===== config.mk =====
export PLATFORM = sky130hd
export DESIGN_NAME = btn_step_ctrl
export DESIGN_NICKNAME = d
export VERILOG_FILES = /design/src/rtl/btn_step_ctrl.sv
export SDC_FILE = /design/constraint.sdc
export NUM_CORES = 1
export LEC_CHECK = 0
export CAP_MARGIN = 25
export CORE_ASPECT_RATIO = 1.25
export CORE_MARGIN = 5
export CORE_UTILIZATION = 48
export CTS_BUF_LIST = sky130_fd_sc_hd__clkbuf_4 sky130_fd_sc_hd__clkbuf_8 sky130_fd_sc_hd__clkbuf_16
export DETAILED_ROUTE_END_ITERATION = 8
export PLACE_DENSITY = 0.67
export SYNTH_ARGS = -nofsm -noshare
export SYNTH_HDL_FRONTEND = slang
export SYNTH_SLANG_ARGS = --single-unit
export TNS_END_PERCENT = 5

===== constraint.sdc =====
create_clock -name clk -period 5.6 [get_ports clk]
set_clock_uncertainty 0.15 [all_clocks]
set_input_delay 1.12 -clock clk [delete_from_list [all_inputs] [get_ports clk]]
set_output_delay 1.12 -clock clk [all_outputs]
set_load 0.01 [all_outputs]

===== src/rtl/btn_step_ctrl.sv =====
// btn_step_ctrl: turns two bouncy push-buttons into clean inc/dec step pulses for the PWM stage.
// Latency: a step pulse appears DEBOUNCE_CYCLES+1 edges after the first edge that samples a press.
// Backpressure: none; pulses are fire-and-forget. en=0 suppresses all pulses (debounce keeps running).
//
// Ports:
//   clk, rst_              clock (posedge) and synchronous active-low reset
//   en                     step-generation enable
//   btn_up_raw, btn_dn_raw asynchronous raw buttons, active-high
//   inc, dec               registered one-cycle step pulses
//   up_level, dn_level     registered debounced button levels
//   lockout                high while the controller sits in the both-pressed conflict state
module btn_step_ctrl #(
  parameter int DEBOUNCE_CYCLES = 16,
  parameter int REPEAT_DELAY    = 64,
  parameter int REPEAT_RATE     = 16
) (
  input  logic clk,
  input  logic rst_,
  input  logic en,
  input  logic btn_up_raw,
  input  logic btn_dn_raw,
  output logic inc,
  output logic dec,
  output logic up_level,
  output logic dn_level,
  output logic lockout
);

  localparam int DW   = $clog2(DEBOUNCE_CYCLES) + 1;
  localparam int RMAX = (REPEAT_DELAY > REPEAT_RATE) ? REPEAT_DELAY : REPEAT_RATE;
  localparam int RW   = $clog2(RMAX) + 1;

  localparam logic [DW-1:0] DB_LAST   = DW'(DEBOUNCE_CYCLES - 1);
  localparam logic [RW-1:0] DLY_LAST  = RW'(REPEAT_DELAY - 1);
  localparam logic [RW-1:0] RATE_LAST = RW'(REPEAT_RATE - 1);

  typedef enum logic [2:0] {
    IDLE     = 3'd0,
    HOLD_UP  = 3'd1,
    HOLD_DN  = 3'd2,
    LOCK     = 3'd3,
    WAIT_REL = 3'd4
  } state_t;

  // Synchroniser: bit 1 is the value the debounce logic acts on.
  logic [1:0]    up_sync;
  logic [1:0]    dn_sync;
  logic [DW-1:0] up_cnt;
  logic [DW-1:0] dn_cnt;
  logic [DW-1:0] up_cnt_nxt;
  logic [DW-1:0] dn_cnt_nxt;
  logic          up_mis;
  logic          dn_mis;
  logic          up_flip;
  logic          dn_flip;
  logic          up_nxt;
  logic          dn_nxt;
  logic          up_rise;
  logic          dn_rise;

  state_t        state;
  state_t        state_nxt;
  logic [RW-1:0] rep_cnt;
  logic [RW-1:0] rep_cnt_nxt;
  logic          rep_first;
  logic          rep_first_nxt;
  logic          inc_nxt;
  logic          dec_nxt;

  // Debounce: the level flips once the synced input has disagreed with it for
  // DEBOUNCE_CYCLES consecutive edges; any agreement restarts the count.
  always_comb begin
    up_mis     = up_sync[1] ^ up_level;
    dn_mis     = dn_sync[1] ^ dn_level;
    up_flip    = up_mis && (up_cnt == DB_LAST);
    dn_flip    = dn_mis && (dn_cnt == DB_LAST);
    up_nxt     = up_level ^ up_flip;
    dn_nxt     = dn_level ^ dn_flip;
    up_rise    = up_flip && !up_level;
    dn_rise    = dn_flip && !dn_level;
    up_cnt_nxt = (!up_mis || up_flip) ? '0 : up_cnt + 1'b1;
    dn_cnt_nxt = (!dn_mis || dn_flip) ? '0 : dn_cnt + 1'b1;
  end

  always_ff @(posedge clk) begin
    if (!rst_) begin
      up_sync  <= '0;
      dn_sync  <= '0;
      up_cnt   <= '0;
      dn_cnt   <= '0;
      up_level <= 1'b0;
      dn_level <= 1'b0;
    end else begin
      up_sync  <= {up_sync[0], btn_up_raw};
      dn_sync  <= {dn_sync[0], btn_dn_raw};
      up_cnt   <= up_cnt_nxt;
      dn_cnt   <= dn_cnt_nxt;
      up_level <= up_nxt;
      dn_level <= dn_nxt;
    end
  end

  // Step FSM. Decisions use the next debounced levels so the first pulse is
  // registered on the same edge the level rises. rep_cnt counts edges since
  // the last pulse; rep_first selects the initial delay vs. the repeat rate.
  always_comb begin
    state_nxt     = state;
    rep_cnt_nxt   = rep_cnt;
    rep_first_nxt = rep_first;
    inc_nxt       = 1'b0;
    dec_nxt       = 1'b0;
    case (state)
      IDLE: begin
        if (up_rise && dn_rise) begin
          state_nxt = LOCK;
        end else if (up_rise) begin
          if (en) begin
            state_nxt     = HOLD_UP;
            inc_nxt       = 1'b1;
            rep_cnt_nxt   = '0;
            rep_first_nxt = 1'b1;
          end else begin
            state_nxt = WAIT_REL;
          end
        end else if (dn_rise) begin
          if (en) begin
            state_nxt     = HOLD_DN;
            dec_nxt       = 1'b1;
            rep_cnt_nxt   = '0;
            rep_first_nxt = 1'b1;
          end else begin
            state_nxt = WAIT_REL;
          end
        end
      end
      HOLD_UP: begin
        // A press of the other button wins even if this one releases on the same edge.
        if (dn_rise) begin
          state_nxt = LOCK;
        end else if (!up_nxt) begin
          state_nxt = IDLE;
        end else if (!en) begin
          state_nxt = WAIT_REL;
        end else if (rep_cnt == (rep_first ? DLY_LAST : RATE_LAST)) begin
          inc_nxt       = 1'b1;
          rep_cnt_nxt   = '0;
          rep_first_nxt = 1'b0;
        end else begin
          rep_cnt_nxt = rep_cnt + 1'b1;
        end
      end
      HOLD_DN: begin
        if (up_rise) begin
          state_nxt = LOCK;
        end else if (!dn_nxt) begin
          state_nxt = IDLE;
        end else if (!en) begin
          state_nxt = WAIT_REL;
        end else if (rep_cnt == (rep_first ? DLY_LAST : RATE_LAST)) begin
          dec_nxt       = 1'b1;
          rep_cnt_nxt   = '0;
          rep_first_nxt = 1'b0;
        end else begin
          rep_cnt_nxt = rep_cnt + 1'b1;
        end
      end
      LOCK, WAIT_REL: begin
        // Leave only once both buttons are released, so a held button must be re-pressed.
        if (!up_nxt && !dn_nxt) begin
          state_nxt = IDLE;
        end
      end
      default: begin
        state_nxt = IDLE;
      end
    endcase
  end

  always_ff @(posedge clk) begin
    if (!rst_) begin
      state     <= IDLE;
      rep_cnt   <= '0;
      rep_first <= 1'b0;
      inc       <= 1'b0;
      dec       <= 1'b0;
      lockout   <= 1'b0;
    end else begin
      state     <= state_nxt;
      rep_cnt   <= rep_cnt_nxt;
      rep_first <= rep_first_nxt;
      inc       <= inc_nxt;
      dec       <= dec_nxt;
      lockout   <= (state_nxt == LOCK);
    end
  end

endmodule


* Yosys cells after proc, flatten, opt, wreduce, memory -nomap -nowiden
Cells that the tools add are included.
** Word-level totals
- Flip-flop bits (word level) :: 30
- Output and inout port bits :: 5
** Cells by class
- $add $sub $neg :: 3
- Equality and inequality tests :: 14
- Multiplexer cells :: 49
- Bitwise logic cells :: 5
- Reduce and logical (&&, ||, !) cells :: 20
** Operators by type and width (count)
- $mux 7 :: 10
- $mux 3 :: 11
- $mux 1 :: 22
- $pmux 7 s3 :: 1
- $pmux 3 s4 :: 1
- $add 5x1->5 const B :: 2
- $eq 5x4->1 const B :: 2
- $ne 2x2->1 const B :: 5
- $eq 3x2->1 const B :: 3
- $add 7x1->7 const B :: 1
- $eq 7x6->1 :: 1
- $reduce_and 7->1 :: 1
- $logic_and 1x1->1 :: 6
- $logic_not 1->1 :: 6
- $mux 6 :: 1
- $reduce_or 2->1 :: 3
- $pmux 1 s2 :: 2
- $xor 1x1->1 :: 4
- $eq 3x1->1 const B :: 1
- $eq 3x3->1 const B :: 1
- $logic_not 3->1 :: 1
- $ne 3x3->1 const B :: 1
- $pmux 1 s3 :: 1
- $reduce_bool 3->1 :: 1
- 2 further kinds :: 3

* Longest topological paths before layout
Gate-level depths: netlist of the first run.
- Word-level depth :: 8
- Gate-level depth with buffers :: 9
- Depth with buffers taken out :: 8

* Worst setup path before layout of the first run
No wires, ideal clock.
- Path kind :: register to register
- Start point :: register up_cnt[0]
- End point :: register rep_cnt[1]
- Library setup time :: 0.072 ns
- Arrival time :: 2.138 ns
- Data required time :: 5.378 ns
- Slack :: 3.240 ns
- Stages on the path, launching flop included :: 10
- Buffers on the path :: 1
- Period minus slack after synthesis :: 2.360 ns
- Cells stage by stage :: dfxtp_1 > ha_1 > and3_1 > ha_1 > and3b_4 > o31ai_4 > nand3_2 > buf_6 > or4_1 > a21oi_1
** Between the ends
- Word-level cells in the longest chain between the ends :: 6
** RTL lines
- from (decl) :: RTL line 48 : logic [DW-1:0] up_cnt;
- from (signal assigned) :: RTL line 96 : up_cnt <= up_cnt_nxt;
- $eq 5x4->1 * :: RTL line 75 : up_flip = up_mis && (up_cnt == DB_LAST);
- $logic_and 1x1->1 * :: RTL line 75
- $logic_and 1x1->1 :: RTL line 79 : up_rise = up_flip && !up_level;
- $mux 7 or $logic_and 1x1->1 (tied branches) :: RTL line 116, 114
- $mux 7 or $ne 2x2->1 (tied branches)
- $pmux 7 s3 or $reduce_and 7->1 (tied branches)
- to (signal assigned) :: RTL line 189 : rep_cnt <= rep_cnt_nxt;
- to (decl) :: RTL line 63 : logic [RW-1:0] rep_cnt;
Mark *: on every way between the ends. The rest lies on a longest branch, timed or not. The select of a mux whose other input is x is not followed.
A chain may end at the register's enable or synchronous reset.

* Worst setup path in the final report of the first run
- Start point :: input port rst_
- End point :: register dn_cnt[2]
** Between the ends
- Word-level cells in the longest chain between the ends :: 2
** RTL lines
- from (decl) :: RTL line 18 : input logic rst_,
- $not 1->1 (no source line)
- $reduce_or 2->1 (no source line)
- to (signal assigned) :: RTL line 97 : dn_cnt <= dn_cnt_nxt;
- to (decl) :: RTL line 49 : logic [DW-1:0] dn_cnt;
Every way passes these cells.

==> results of run 1 <==
-- report_power, final --
part | total (µW) | switching, µW | internal, µW
combinational | 11.6 | 6.40 | 5.15
clock | 122 | 65.0 | 56.9
sequential | 216 | 1.20 | 215
total | 350 | 72.6 | 277
-- routing by layer --
| layer | GRT usage | wire length, µm | vias up |
|---|---|---|---|
| li1 | - | - | 610 |
| met1 | 0.1780 | 1248 | 557 |
| met2 | 0.2406 | 1366 | 28 |
| met3 | 0.04685 | 164 | 8 |
| met4 | 0.1033 | 76 | 0 |
| met5 | 0 | 0 | - |
-- cell type report --
| type | instances | area, µm² | area share |
|---|---|---|---|
| clock buffer | 7 | 52.55 | 0.03261 |
| multi-input combinational | 116 | 785.8 | 0.4876 |
| sequential | 30 | 600.6 | 0.3727 |
| timing repair buffer | 9 | 90.09 | 0.05590 |
| tap | 36 | 45.04 | 0.02795 |
| inverter | 10 | 37.54 | 0.02329 |
-- registers in the layout (all words and copies together), names as in the netlist --
register / cells
dn_sync: 2
up_sync: 2
lockout: 1
rep_cnt: 7
up_cnt: 5
dec: 1
dn_level: 1
inc: 1
up_level: 1
dn_cnt: 5
rep_first: 1
state: 3
-- per-stage QoR --
step	hold slack [ns]	total power (µW)	setup WS, ns	utilization	instance area, µm²
6_report	0.2871	349.5	2.665	0.5472	1612
2_1_floorplan	0.2619	229.0	3.240	-	1469
5_1_grt	0.3131	368.1	2.546	0.5472	1612
3_3_place_gp	0.2668	232.3	2.406	0.5293	1559
3_5_place_dp	0.2707	232.5	2.371	0.5293	1559
4_1_cts	0.2938	357.3	2.734	0.5472	1612
-- logic make-up after synthesis --
family                   after synthesis
XOR/XNOR                               8
adder cells (fa/ha/maj)                5
AO/OA/AOI/OAI                         34
buffers and inverters                 16
AND/OR/NAND/NOR                       67
multiplexers                           2
flip-flops                            30
-- final timing paths --
kind	from	end	depth (start not counted)
max	rst_	dn_cnt[2]	4
max reg2reg	up_cnt[0]	rep_cnt[4]	8
min	up_sync[0]	up_sync[1]	1
min reg2reg	up_sync[0]	up_sync[1]	1
-- cell usage in the layout, fill, tap and decap left out, types with 2 or more instances in the layout --
cell             instances
clkbuf_4                 7
o41ai_1                  3
dfxtp_1                 30
nand3b_1                 2
o311ai_0                 6
a21oi_1                  6
and3_1                   8
ha_1                     5
inv_1                    9
a21boi_0                 2
o22ai_1                  2
or4_1                    2
or3_1                    4
nand2_1                  7
clkdlybuf4s50_1          9
nor2_1                  21
nand3_1                  7
xnor2_1                  5
xor2_1                   3
o21ai_0                  5
and2_1                   4
==> flow_metrics.env, run 1 <==
export IMPL_drc=0
export IMPL_cp_end_kind="register"
export IMPL_gp_congestion=0.8485
export IMPL_crit_chain="clkdlybuf4s50_1, clkinv_1, or3_1, nor2_1"
export IMPL_dr_pass1_iters=4
export IMPL_ys_seq_area_frac=0.4089
export IMPL_yosys_cell_count_top_type="dfxtp_1"
export IMPL_grt_max_degree=19
export IMPL_synth_top_area_frac=0.4089
export IMPL_grt_use_total=0.1546
export IMPL_final_setup_tns_ns=0
export IMPL_areaGrowthSynthToFinish_pct=9.711
export IMPL_critPathSlowestCell="clkdlybuf4s50_1"
export IMPL_fillers=269
export IMPL_coreArea_mm2=0.002945
export IMPL_synthMuxAreaShare=0.01448
export IMPL_cp_start_kind="input port"
export IMPL_clk_path_buf_depth=2
export IMPL_ir_drop_v=0.0001847
export IMPL_synth_cell_types=46
export IMPL_run_status="complete, no violations"
export IMPL_yosysWarnings=0
export IMPL_ant_nets=0
export IMPL_path_class="input port to register"
export IMPL_required_ns=5.71
export IMPL_synth_edff_count=0
export IMPL_rsz0062_at_grt="false"
export IMPL_cp_arrival_ns=3.04
export IMPL_routed_wl_mm=2.856
export IMPL_port_buffers=9
export IMPL_postCtsResizedCells=0
export IMPL_grt_first_pass_wirelength_mm=5.037
export IMPL_r2r_setup_slack_ns=3.03
export IMPL_synth_compound_area_frac=0.1780
export IMPL_synth_top_family_by_area="simple AND/OR/NAND/NOR gates"
export IMPL_fin_crit_ns=2.935
export IMPL_final_nets=182
export IMPL_cts_root_buf="clkbuf_4"
export IMPL_period_share=0.5240
export IMPL_max_freq_mhz=340.8
export IMPL_worstMarginPinSlew_ns=0.7130
export IMPL_numCtsBuffers=5
export IMPL_syn_cell_area_mm2=0.001469
export IMPL_cts_sinks=30
export IMPL_htreeDepth=2
export IMPL_worst_path_max_fanout=18
export IMPL_synth_simple_gate_area_frac=0.2521
export IMPL_num_antenna_cells=0
export IMPL_crit_family="buffers and inverters"
export IMPL_syn_num_nets=172
export IMPL_crit_buf_inv=2
export IMPL_grt_pass1_vias=1205
export IMPL_holdBufCountCts=0
export IMPL_fp_dieH_um=71.85
export IMPL_slew_headroom=0.5247
export IMPL_synth_top_cell_by_area="dfxtp_1"
export IMPL_fp_dieW_um=59.48
export IMPL_p_leak_uw=0.0005900
export IMPL_antenna_found_initial=0
export IMPL_max_stage_delay_ns=0.82
export IMPL_dp_cells=201
export IMPL_overflow=0
export IMPL_yosys_top_cells_area="dfxtp_1 (41%), nor2_1 (5.4%), ha_1 (4.3%)"
export IMPL_pin_count=10
export IMPL_synthCells=162
export IMPL_instances_no_fill=208
export IMPL_min_path_type="register to register"
export IMPL_post_cts_buffers=0
export IMPL_synth_area_per_cell_um2=9.067
export IMPL_setup_violations_final=0
export IMPL_die_area_mm2=0.004274
export IMPL_vias_per_cell=5.784
export IMPL_cap_violations=0
export IMPL_synth_xor_area_share=0.04770
export IMPL_p_per_area_mw_per_mm2=216.9
export IMPL_clock_latency_ns=0.32
export IMPL_cts_tree="built"
export IMPL_dp_hpwl_mm=2.075
export IMPL_drt_iter0_markers=42
export IMPL_drive_gt1_frac=0.08140
export IMPL_clk_pin_slew_ns=0.08
export IMPL_yosys_most_used_dff="dfxtp_1"
export IMPL_num_rows=22
export IMPL_report_final_hold_viol_count=0
export IMPL_synth_commonest_cells="dfxtp_1 (30), nor2_1 (21), inv_1 (9)"
export IMPL_synth_adder_area_share=0.04259
export IMPL_ys_async_sr_fraction=0
export IMPL_ys_ff_latch=30
export IMPL_floorplan_initialDensity=0.4987
export IMPL_num_vias=1203
export IMPL_wire_per_inst_um=13.73
export IMPL_slew_violations=0
No activity file was read; power rests on OpenSTA's default activity.
==> run 2, diff against run 1 <==
- clock period: 5.6 -> 2.8 ns (I/O delays scaled with it)
==> run 2 against run 1 <==
Against the previous run:
- wire length down 0.70%
- first-iteration DRC count up 31%
- die area unchanged
- sequential share of layout area down 0.74 points
- non-clock buffer count up 2
- cell count up 1.4%
- critical path depth up 4
- sequential power up 100%
- clock-buffer cell count unchanged
- critical endpoint is now rep_cnt[4]
- highest routed layer unchanged
==> flow_metrics.env, run 2 (same netlist as run 1, synthesis figures left out) <==
export IMPL_final_setup_tns_ns=0
export IMPL_min_path_cells=1
export IMPL_rsz0062_at_grt="false"
export IMPL_ff2ff_path_depth=8
export IMPL_overflow=0
export IMPL_clk_path_buf_depth=2
export IMPL_final_nets=184
export IMPL_max_stage_delay_ns=0.48
export IMPL_critPathSlowestCell="or3_1"
export IMPL_min_to="dn_sync[1]"
export IMPL_p_leak_uw=0.0006079
export IMPL_top_regs="rep_cnt: 7 flops, dn_cnt: 5 flops, up_cnt: 5 flops"
export IMPL_final_cell_mix="dfxtp_1 (30), nor2_1 (21), inv_1 (9), clkdlybuf4s50_1 (9), and3_1 (8)"
export IMPL_wire_per_inst_um=13.44
export IMPL_cts_tree="built"
export IMPL_timing_rr_end="rep_cnt[4]"
export IMPL_worst_path_max_fanout=12
export IMPL_pin_count=10
export IMPL_cp_num_cells=8
export IMPL_cts_root_buf="clkbuf_4"
export IMPL_cp_end_kind="register"
export IMPL_grt_pass1_vias=1173
export IMPL_crit_buf_inv=0
export IMPL_largest_reg_flops=7
export IMPL_max_freq_mhz=393.6
export IMPL_crit_family="simple AND/OR/NAND/NOR gates"
export IMPL_cap_violations=0
export IMPL_slew_headroom=0.5254
export IMPL_cp_start_kind="register"
export IMPL_port_buffers=9
export IMPL_vias_per_cell=5.777
export IMPL_slew_violations=0
export IMPL_postCtsResizedCells=0
export IMPL_cts_sinks=30
export IMPL_drt_iter0_markers=55
export IMPL_num_antenna_cells=0
export IMPL_instances_no_fill=211
export IMPL_htreeDepth=2
export IMPL_r2r_setup_slack_ns=0.26
export IMPL_report_final_hold_viol_count=0
export IMPL_cp_arrival_ns=2.63
export IMPL_fp_dieH_um=71.85
export IMPL_ir_drop_v=0.0002760
export IMPL_setup_violations_final=0
export IMPL_drive_gt1_frac=0.1029
export IMPL_clk_pin_slew_ns=0.09
export IMPL_post_cts_buffers=0
export IMPL_ant_nets=0
export IMPL_fin_crit_ns=2.541
export IMPL_final_common_cell="dfxtp_1"
export IMPL_dp_cells=203
export IMPL_areaGrowthSynthToFinish_pct=11.93
export IMPL_fin_util=0.5582
export IMPL_fp_dieW_um=59.48
export IMPL_finalPower_uw=730.6
export IMPL_r2r_start="up_cnt[0]"
export IMPL_top_register="rep_cnt"
export IMPL_p_per_area_mw_per_mm2=444.4
export IMPL_drc=0
export IMPL_antenna_found_initial=0
export IMPL_grt_use_total=0.1553
export IMPL_num_rows=22
export IMPL_worstMarginPinSlew_ns=0.7009
export IMPL_path_class="register to register"
export IMPL_num_vias=1219
export IMPL_dp_hpwl_mm=1.987
export IMPL_dr_pass1_iters=4
export IMPL_floorplan_initialDensity=0.4987
export IMPL_cpMostUsedCell="ha_1"
export IMPL_numCtsBuffers=5
export IMPL_crit_chain="ha_1, and3_1, ha_1, and3b_4, o31ai_4, nand3_2, or3_1, o41ai_1"
export IMPL_min_from="dn_sync[0]"
export IMPL_grt_first_pass_wirelength_mm=5.106
export IMPL_holdBufCountCts=0
export IMPL_period_share=0.9074
export IMPL_required_ns=2.89
export IMPL_die_area_mm2=0.004274
export IMPL_coreArea_mm2=0.002945
export IMPL_gp_congestion=0.7833
export IMPL_whs_ns=0.2956
export IMPL_min_path_type="register to register"
export IMPL_clock_latency_ns=0.33
export IMPL_run_status="complete, no violations"
export IMPL_routed_wl_mm=2.836
export IMPL_grt_max_degree=18
run 2: per-stage QoR:
step / cell area (µm²) / setup slack, ns
floorplan: 1469 / 0.4400
global placement: 1574 / 0.2938
detailed placement: 1574 / 0.2705
CTS: 1638 / 0.2471
global route: 1644 / 0.05930
finish: 1644 / 0.2593
run 2: worst max-delay path by stage:
stage / startpoint / endpoint / slack (ns)
floorplan: up_cnt[0] / rep_cnt[1] / 0.44
global placement: en / rep_cnt[4] / 0.29
detailed placement: dn_cnt[0] / rep_cnt[6] / 0.27
CTS: dn_cnt[0] / rep_cnt[4] / 0.25
global route: dn_cnt[0] / rep_cnt[6] / 0.06
finish: up_cnt[0] / rep_cnt[4] / 0.26
run 2: metal layers:
metal  routed length [µm]  GRT usage  vias to the layer above
li1                     -          -                      614
met1                 1251     0.1877                      567
met2                 1353     0.2394                       32
met3                  168    0.05045                        6
met4                   63    0.08312                        0
met5                    0          0                        -
run 2: report_power, final:
part / total (µW) / switching [µW] / internal (µW)
sequential: 432 / 2.29 / 430
clock: 274 / 143 / 131
combinational: 24.7 / 13.5 / 11.3
total: 731 / 158 / 572
run 2: cell type report:
type,count,area [µm²]
fill,271,1301
multi-input combinational,116,792.0
sequential,30,600.6
timing repair buffer,11,105.1
clock buffer,7,58.81
tap,36,45.04
inverter,10,37.54
clock inverter,1,5.005
==> run 3, diff against run 2 <==
--- a/config.mk
+++ b/config.mk
@@ -8,5 +8,4 @@
 export CAP_MARGIN = 25
 export CORE_ASPECT_RATIO = 1.25
-export CORE_MARGIN = 5
 export CORE_UTILIZATION = 48
 export CTS_BUF_LIST = sky130_fd_sc_hd__clkbuf_4 sky130_fd_sc_hd__clkbuf_8 sky130_fd_sc_hd__clkbuf_16
==> constraint.sdc (replaced) <==
create_clock -name clk -period 2.4 [get_ports clk]
set_clock_uncertainty 0.15 [all_clocks]
set_input_delay 0.48 -clock clk [delete_from_list [all_inputs] [get_ports clk]]
set_output_delay 0.48 -clock clk [all_outputs]
set_load 0.02 [all_outputs]
==> run 3 against run 2 <==
Against the previous run:
- hold slack improved by 0.0042 ns
- worst setup slack got worse by 0.21 ns
- wire length increased by 24%
- combinational power up 57%
- sequential cell count unchanged
- largest power group unchanged
- highest routed layer unchanged
==> flow_metrics.env, run 3 (same netlist as run 1, synthesis figures left out) <==
export IMPL_run_status="complete, no violations"
export IMPL_largest_reg_flops=7
export IMPL_routed_wl_mm=3.529
export IMPL_ir_drop_v=0.0003573
export IMPL_overflow=0
export IMPL_dr_pass1_iters=5
export IMPL_top_regs="rep_cnt: 7 flops, dn_cnt: 5 flops, up_cnt: 5 flops"
export IMPL_slew_violations=0
export IMPL_p_per_area_mw_per_mm2=452.6
export IMPL_finalPower_uw=859.0
export IMPL_cap_violations=0
export IMPL_cts_tree="built"
export IMPL_setup_violations_final=0
export IMPL_path_class="register to register"
export IMPL_required_ns=2.45
export IMPL_fillers=264
export IMPL_final_common_cell="dfxtp_1"
export IMPL_layout_setup_ws_ns=0.05071
export IMPL_fp_dieH_um=63.85
export IMPL_gp_congestion=0.9025
export IMPL_num_vias=1318
export IMPL_cp_end_kind="register"
export IMPL_top_register="rep_cnt"
export IMPL_htreeDepth=2
export IMPL_fp_dieW_um=51.48
export IMPL_floorplan_initialDensity=0.5034
export IMPL_worstMarginPinSlew_ns=0.5095
export IMPL_drive_gt1_frac=0.2513
export IMPL_ant_nets=0
export IMPL_min_path_type="register to register"
export IMPL_clk_path_buf_depth=2
export IMPL_holdBufCountCts=0
export IMPL_drt_iter0_markers=38
export IMPL_grt_pass1_vias=1283
export IMPL_max_freq_mhz=425.7
export IMPL_dp_cells=215
export IMPL_fin_area_mm2=0.001898
export IMPL_cts_sinks=30
export IMPL_port_buffers=9
export IMPL_drc=0
export IMPL_slew_headroom=0.6598
export IMPL_final_cell_mix="dfxtp_1 (28), nor2_1 (21), buf_4 (13)"
export IMPL_clk_pin_slew_ns=0.09
export IMPL_grt_use_total=0.2432
export IMPL_report_final_hold_viol_count=0
export IMPL_num_rows=22
export IMPL_numCtsBuffers=5
export IMPL_final_setup_tns_ns=0
export IMPL_fin_crit_ns=2.349
export IMPL_min_path_cells=1
export IMPL_instances_no_fill=223
export IMPL_rsz0062_at_grt="true"
export IMPL_pin_count=10
export IMPL_antenna_found_initial=0
export IMPL_cp_arrival_ns=2.40
export IMPL_wire_per_inst_um=15.83
export IMPL_cts_root_buf="clkbuf_4"
export IMPL_die_area_mm2=0.003287
export IMPL_cp_start_kind="register"
export IMPL_num_antenna_cells=0
export IMPL_final_nets=196
export IMPL_areaGrowthSynthToFinish_pct=29.22
export IMPL_clock_latency_ns=0.32
export IMPL_worst_path_max_fanout=7
export IMPL_placed_area_mm2=0.001664
export IMPL_vias_per_cell=5.910
export IMPL_grt_first_pass_wirelength_mm=5.906
export IMPL_coreArea_mm2=0.002918
export IMPL_dp_hpwl_mm=2.401
export IMPL_ff2ff_path_depth=9
export IMPL_p_leak_uw=0.0006968
export IMPL_grt_max_degree=18
export IMPL_period_share=0.9789
export IMPL_dpl_worst_slack_ns=-0.1329
-- run 3: cell types whose count changed in the layout (fill, tap and decap cells not counted), moves of 3 or more --
cell / delta
ha_1: -3
buf_4: +11
o311ai_0: -5
ha_4: +3
-- run 3: path summary, 6_finish.rpt --
path              startpoint    endpoint  slack [ns]
hold reg to reg    dn_cnt[0]   dn_cnt[0]        0.30
setup / recovery   dn_cnt[0]  rep_cnt[6]        0.05
setup reg to reg   dn_cnt[0]  rep_cnt[6]        0.05
hold / removal     dn_cnt[0]   dn_cnt[0]        0.30
-- run 3: critical path: stages (launching register included) --
cell	delay [ns]
dfxtp_2	0.34
ha_4	0.16
and3_4	0.18
ha_4	0.17
and2b_1	0.18
o31ai_4	0.26
nand3_4	0.14
buf_6	0.17
o311ai_4	0.34
o31ai_4	0.13
-- run 3: area by class of cell --
class                           instances  area (µm²)  area share
Clock buffer                            7       58.81     0.03098
Inverter                               10       37.54     0.01978
Multi-Input combinational cell        116       949.7      0.5003
Tap cell                               36       45.04     0.02373
Clock inverter                          1       5.005    0.002637
Timing Repair Buffer                   23       198.9      0.1048
Sequential cell                        30       603.1      0.3177
-- run 3: report_power, final --
group / internal, µW / total, µW / switching, µW / leakage [µW]
Combinational: 18.1 / 38.8 / 20.7 / 0.000415
Sequential: 502 / 505 / 3.28 / 0.000244
Clock: 153 / 315 / 162 / 0.0000387
Total: 673 / 859 / 186 / 0.000697
-- run 3: per-layer routing --
metal  track usage  up-vias  wire (µm)  part of all wire
met5             0        -          0                 0
met4        0.1318        0        140             0.040
met3       0.06667       15        146             0.041
met2        0.4140       42       1858              0.53
met1        0.2654      624       1384              0.39
li1              -      637          -                 -
-- run 3: what timing repair did --
| item | 4_1_cts | 5_1_grt |
|---|---|---|
| resized for setup | 12 | 22 |
| buffers inserted | 0 | 0 |
| endpoints found under the hold margin | 0 | 0 |
| pin swaps | 2 | 5 |
| setup endpoints to repair | 7 | 9 |
-- run 3: per-stage QoR --
stage / hold slack [ns] / util
after detailed placement: 0.2806 / 0.5703
after CTS: 0.3015 / 0.6089
after floorplan: 0.2619 / -
after global routing: 0.3160 / 0.6505
final: 0.2998 / 0.6505
after global placement: 0.2644 / 0.5703
==> patch, RTL diff (flow settings as in run 3) <==
Make the reset (`rst_`) asynchronous in 2 clocked blocks. Comments in the files are not updated.
--- a/src/rtl/btn_step_ctrl.sv
+++ b/src/rtl/btn_step_ctrl.sv
@@ -82,7 +82,7 @@
     dn_cnt_nxt = (!dn_mis || dn_flip) ? '0 : dn_cnt + 1'b1;
   end
 
-  always_ff @(posedge clk) begin
+  always_ff @(posedge clk or negedge rst_) begin
     if (!rst_) begin
       up_sync  <= '0;
       dn_sync  <= '0;
@@ -176,7 +176,7 @@
     endcase
   end
 
-  always_ff @(posedge clk) begin
+  always_ff @(posedge clk or negedge rst_) begin
     if (!rst_) begin
       state     <= IDLE;
       rep_cnt   <= '0;
Behaviour: same outputs for any inputs over 10 cycles, from zero or initial values and one cycle with rst_ low; that may be too few to reach the edited logic, so the function may still have changed.
==> patch against run 3 <==
Wire length shrank 17%; critical endpoint is now rep_cnt[5]; clock power grew 3%; critical path type unchanged; via count shrank 16%; setup slack lost 46 ps; power grew 6.9%; sequential cell count is the same; first-iteration DRC count shrank 29%; synthesized area grew 0.43%; cell area shrank 5.1%; die area grew 0.41%.
==> patch: results (changes against run 3) <==
syn_nets 146 (-15%); post-synthesis cell type count 40 (-13%); register area 750.7 um^2 (+24%); clock latency at the later pin of the worst-skew pair 340 ps (+20 ps); top post-synthesis cells by count dfrtp_1, nor2_1, and3_1, inv_1, nand2b_1; via count 1,105 (-16%); Diodes inserted 0 (unchanged); synthesized area per cell 10.85 um^2 (+20%); post-placement cell area 0.001697 mm^2 (+2.0%); Leakage 0.8264 nW (+19%); Clock Pin Slew Worst Setup and Hold Paths 90 ps (about the same); layout cells sized above 1 22.22% (-2.9 points); Fillers 252 (-4.5%); final setup fails 0 (unchanged); Root Driver clkbuf_4; Worst-Margin Slew 564.2 ps (+54.76 ps); detailed placement HPWL 2.038 mm (-15%); ranking of synthesized cells by area dfrtp_1, nor2_1, ha_1; Crit path largest cell delay 400 ps (+60 ps); placed instance count 188 (-13%); Hold Crit Class flip-flop to flip-flop; biggest regs rep_cnt (7), dn_cnt (5), up_cnt (5); antenna violations before repair 0 (unchanged); status finished clean; post-CTS setup buffers 1 (+1); # nets final 171 (-13%); worst vdd ir 0.3736 mV (+4.6%); Num CTS Buffers 5 (unchanged); FFs w/ async S/R, synth 100.0% (+100 points); first-pass GRT wire length 5.023 mm (-15%); sequential-to-total area share from yosys stat 50.89% (+10 points); Worst EP arrival 2520 ps (+120 ps); CTS max path bufs 2 (unchanged); 1st-pass router iterations 4 (-1); largest net degree at the start of global routing 31 (+13); Starting DRT DRC Count 27 (-29%); Max FO, Critical Path 8 (+1); number of gates resized after CTS 4 (-8); H-Tree Depth 2 (unchanged); slowest CP cell dfrtp_1; Routed Wire Length 2.942 mm (-17%); All-Layer GR Usage 21.70% (-2.6 points); Ys Warns 0 (unchanged); wire per inst 14.86 um (-6.1%); dpl ws -92.17 ps (+40.74 ps); prevailing post-synth register cell dfrtp_1; GP Congestion 0.7884 (-13%); Port Buffers 9 (unchanged)
patch: critical path, delay by kind of cell, from the launching register on:
kind / cells / cell delay (ps)
multiplexers: 1 / 310
flip-flops: 1 / 400
AND/OR/NAND/NOR: 3 / 580
AO/OA/AOI/OAI: 2 / 530
adder cells (fa/ha/maj): 2 / 370
patch: power breakdown:
group          internal [W]  switching [W]  leakage, nW
combinational     0.0000274      0.0000318        0.395
sequential         0.000521      0.0000134        0.393
clock              0.000153       0.000172       0.0387
patch: area by class of cell:
class | instances | area share, %
Clock buffer | 7 | 3.264
Clock inverter | 1 | 0.2778
Inverter | 7 | 1.458
Multi-Input combinational cell | 97 | 41.25
Sequential cell | 30 | 41.67
Tap cell | 36 | 2.500
Timing Repair Buffer | 20 | 9.583
patch: worst paths after layout:
path	start	to	slack, ps	depth (start not counted)
worst min register to register	dn_sync[0]	dn_sync[1]	200	0
worst max register to register	up_cnt[1]	rep_cnt[5]	5	8
worst min-delay path	dn_sync[0]	dn_sync[1]	200	0
max in group asynchronous	rst_	dn_cnt[2]	1450	2
worst max-delay path	up_cnt[1]	rep_cnt[5]	5	8
min in group asynchronous	rst_	rep_cnt[2]	370	2
patch: layer usage:
metal  global-route usage, %  part of all wire (%)
met1                   22.27                    41
met2                   37.50                    53
met3                   7.857                   3.4
met4                   11.15                   2.6
met5                       0                     0
patch: logic make-up after synthesis:
group                    count (synthesis)  share of synthesized area [%]
adder cells (fa/ha/maj)                  5                          4.241
multiplexers                             3                          2.714
buffers and inverters                   10                          3.223
XOR/XNOR                                 8                          4.750
AND/OR/NAND/NOR                         54                          19.51
AO/OA/AOI/OAI                           26                          14.68
flip-flops                              30                          50.89
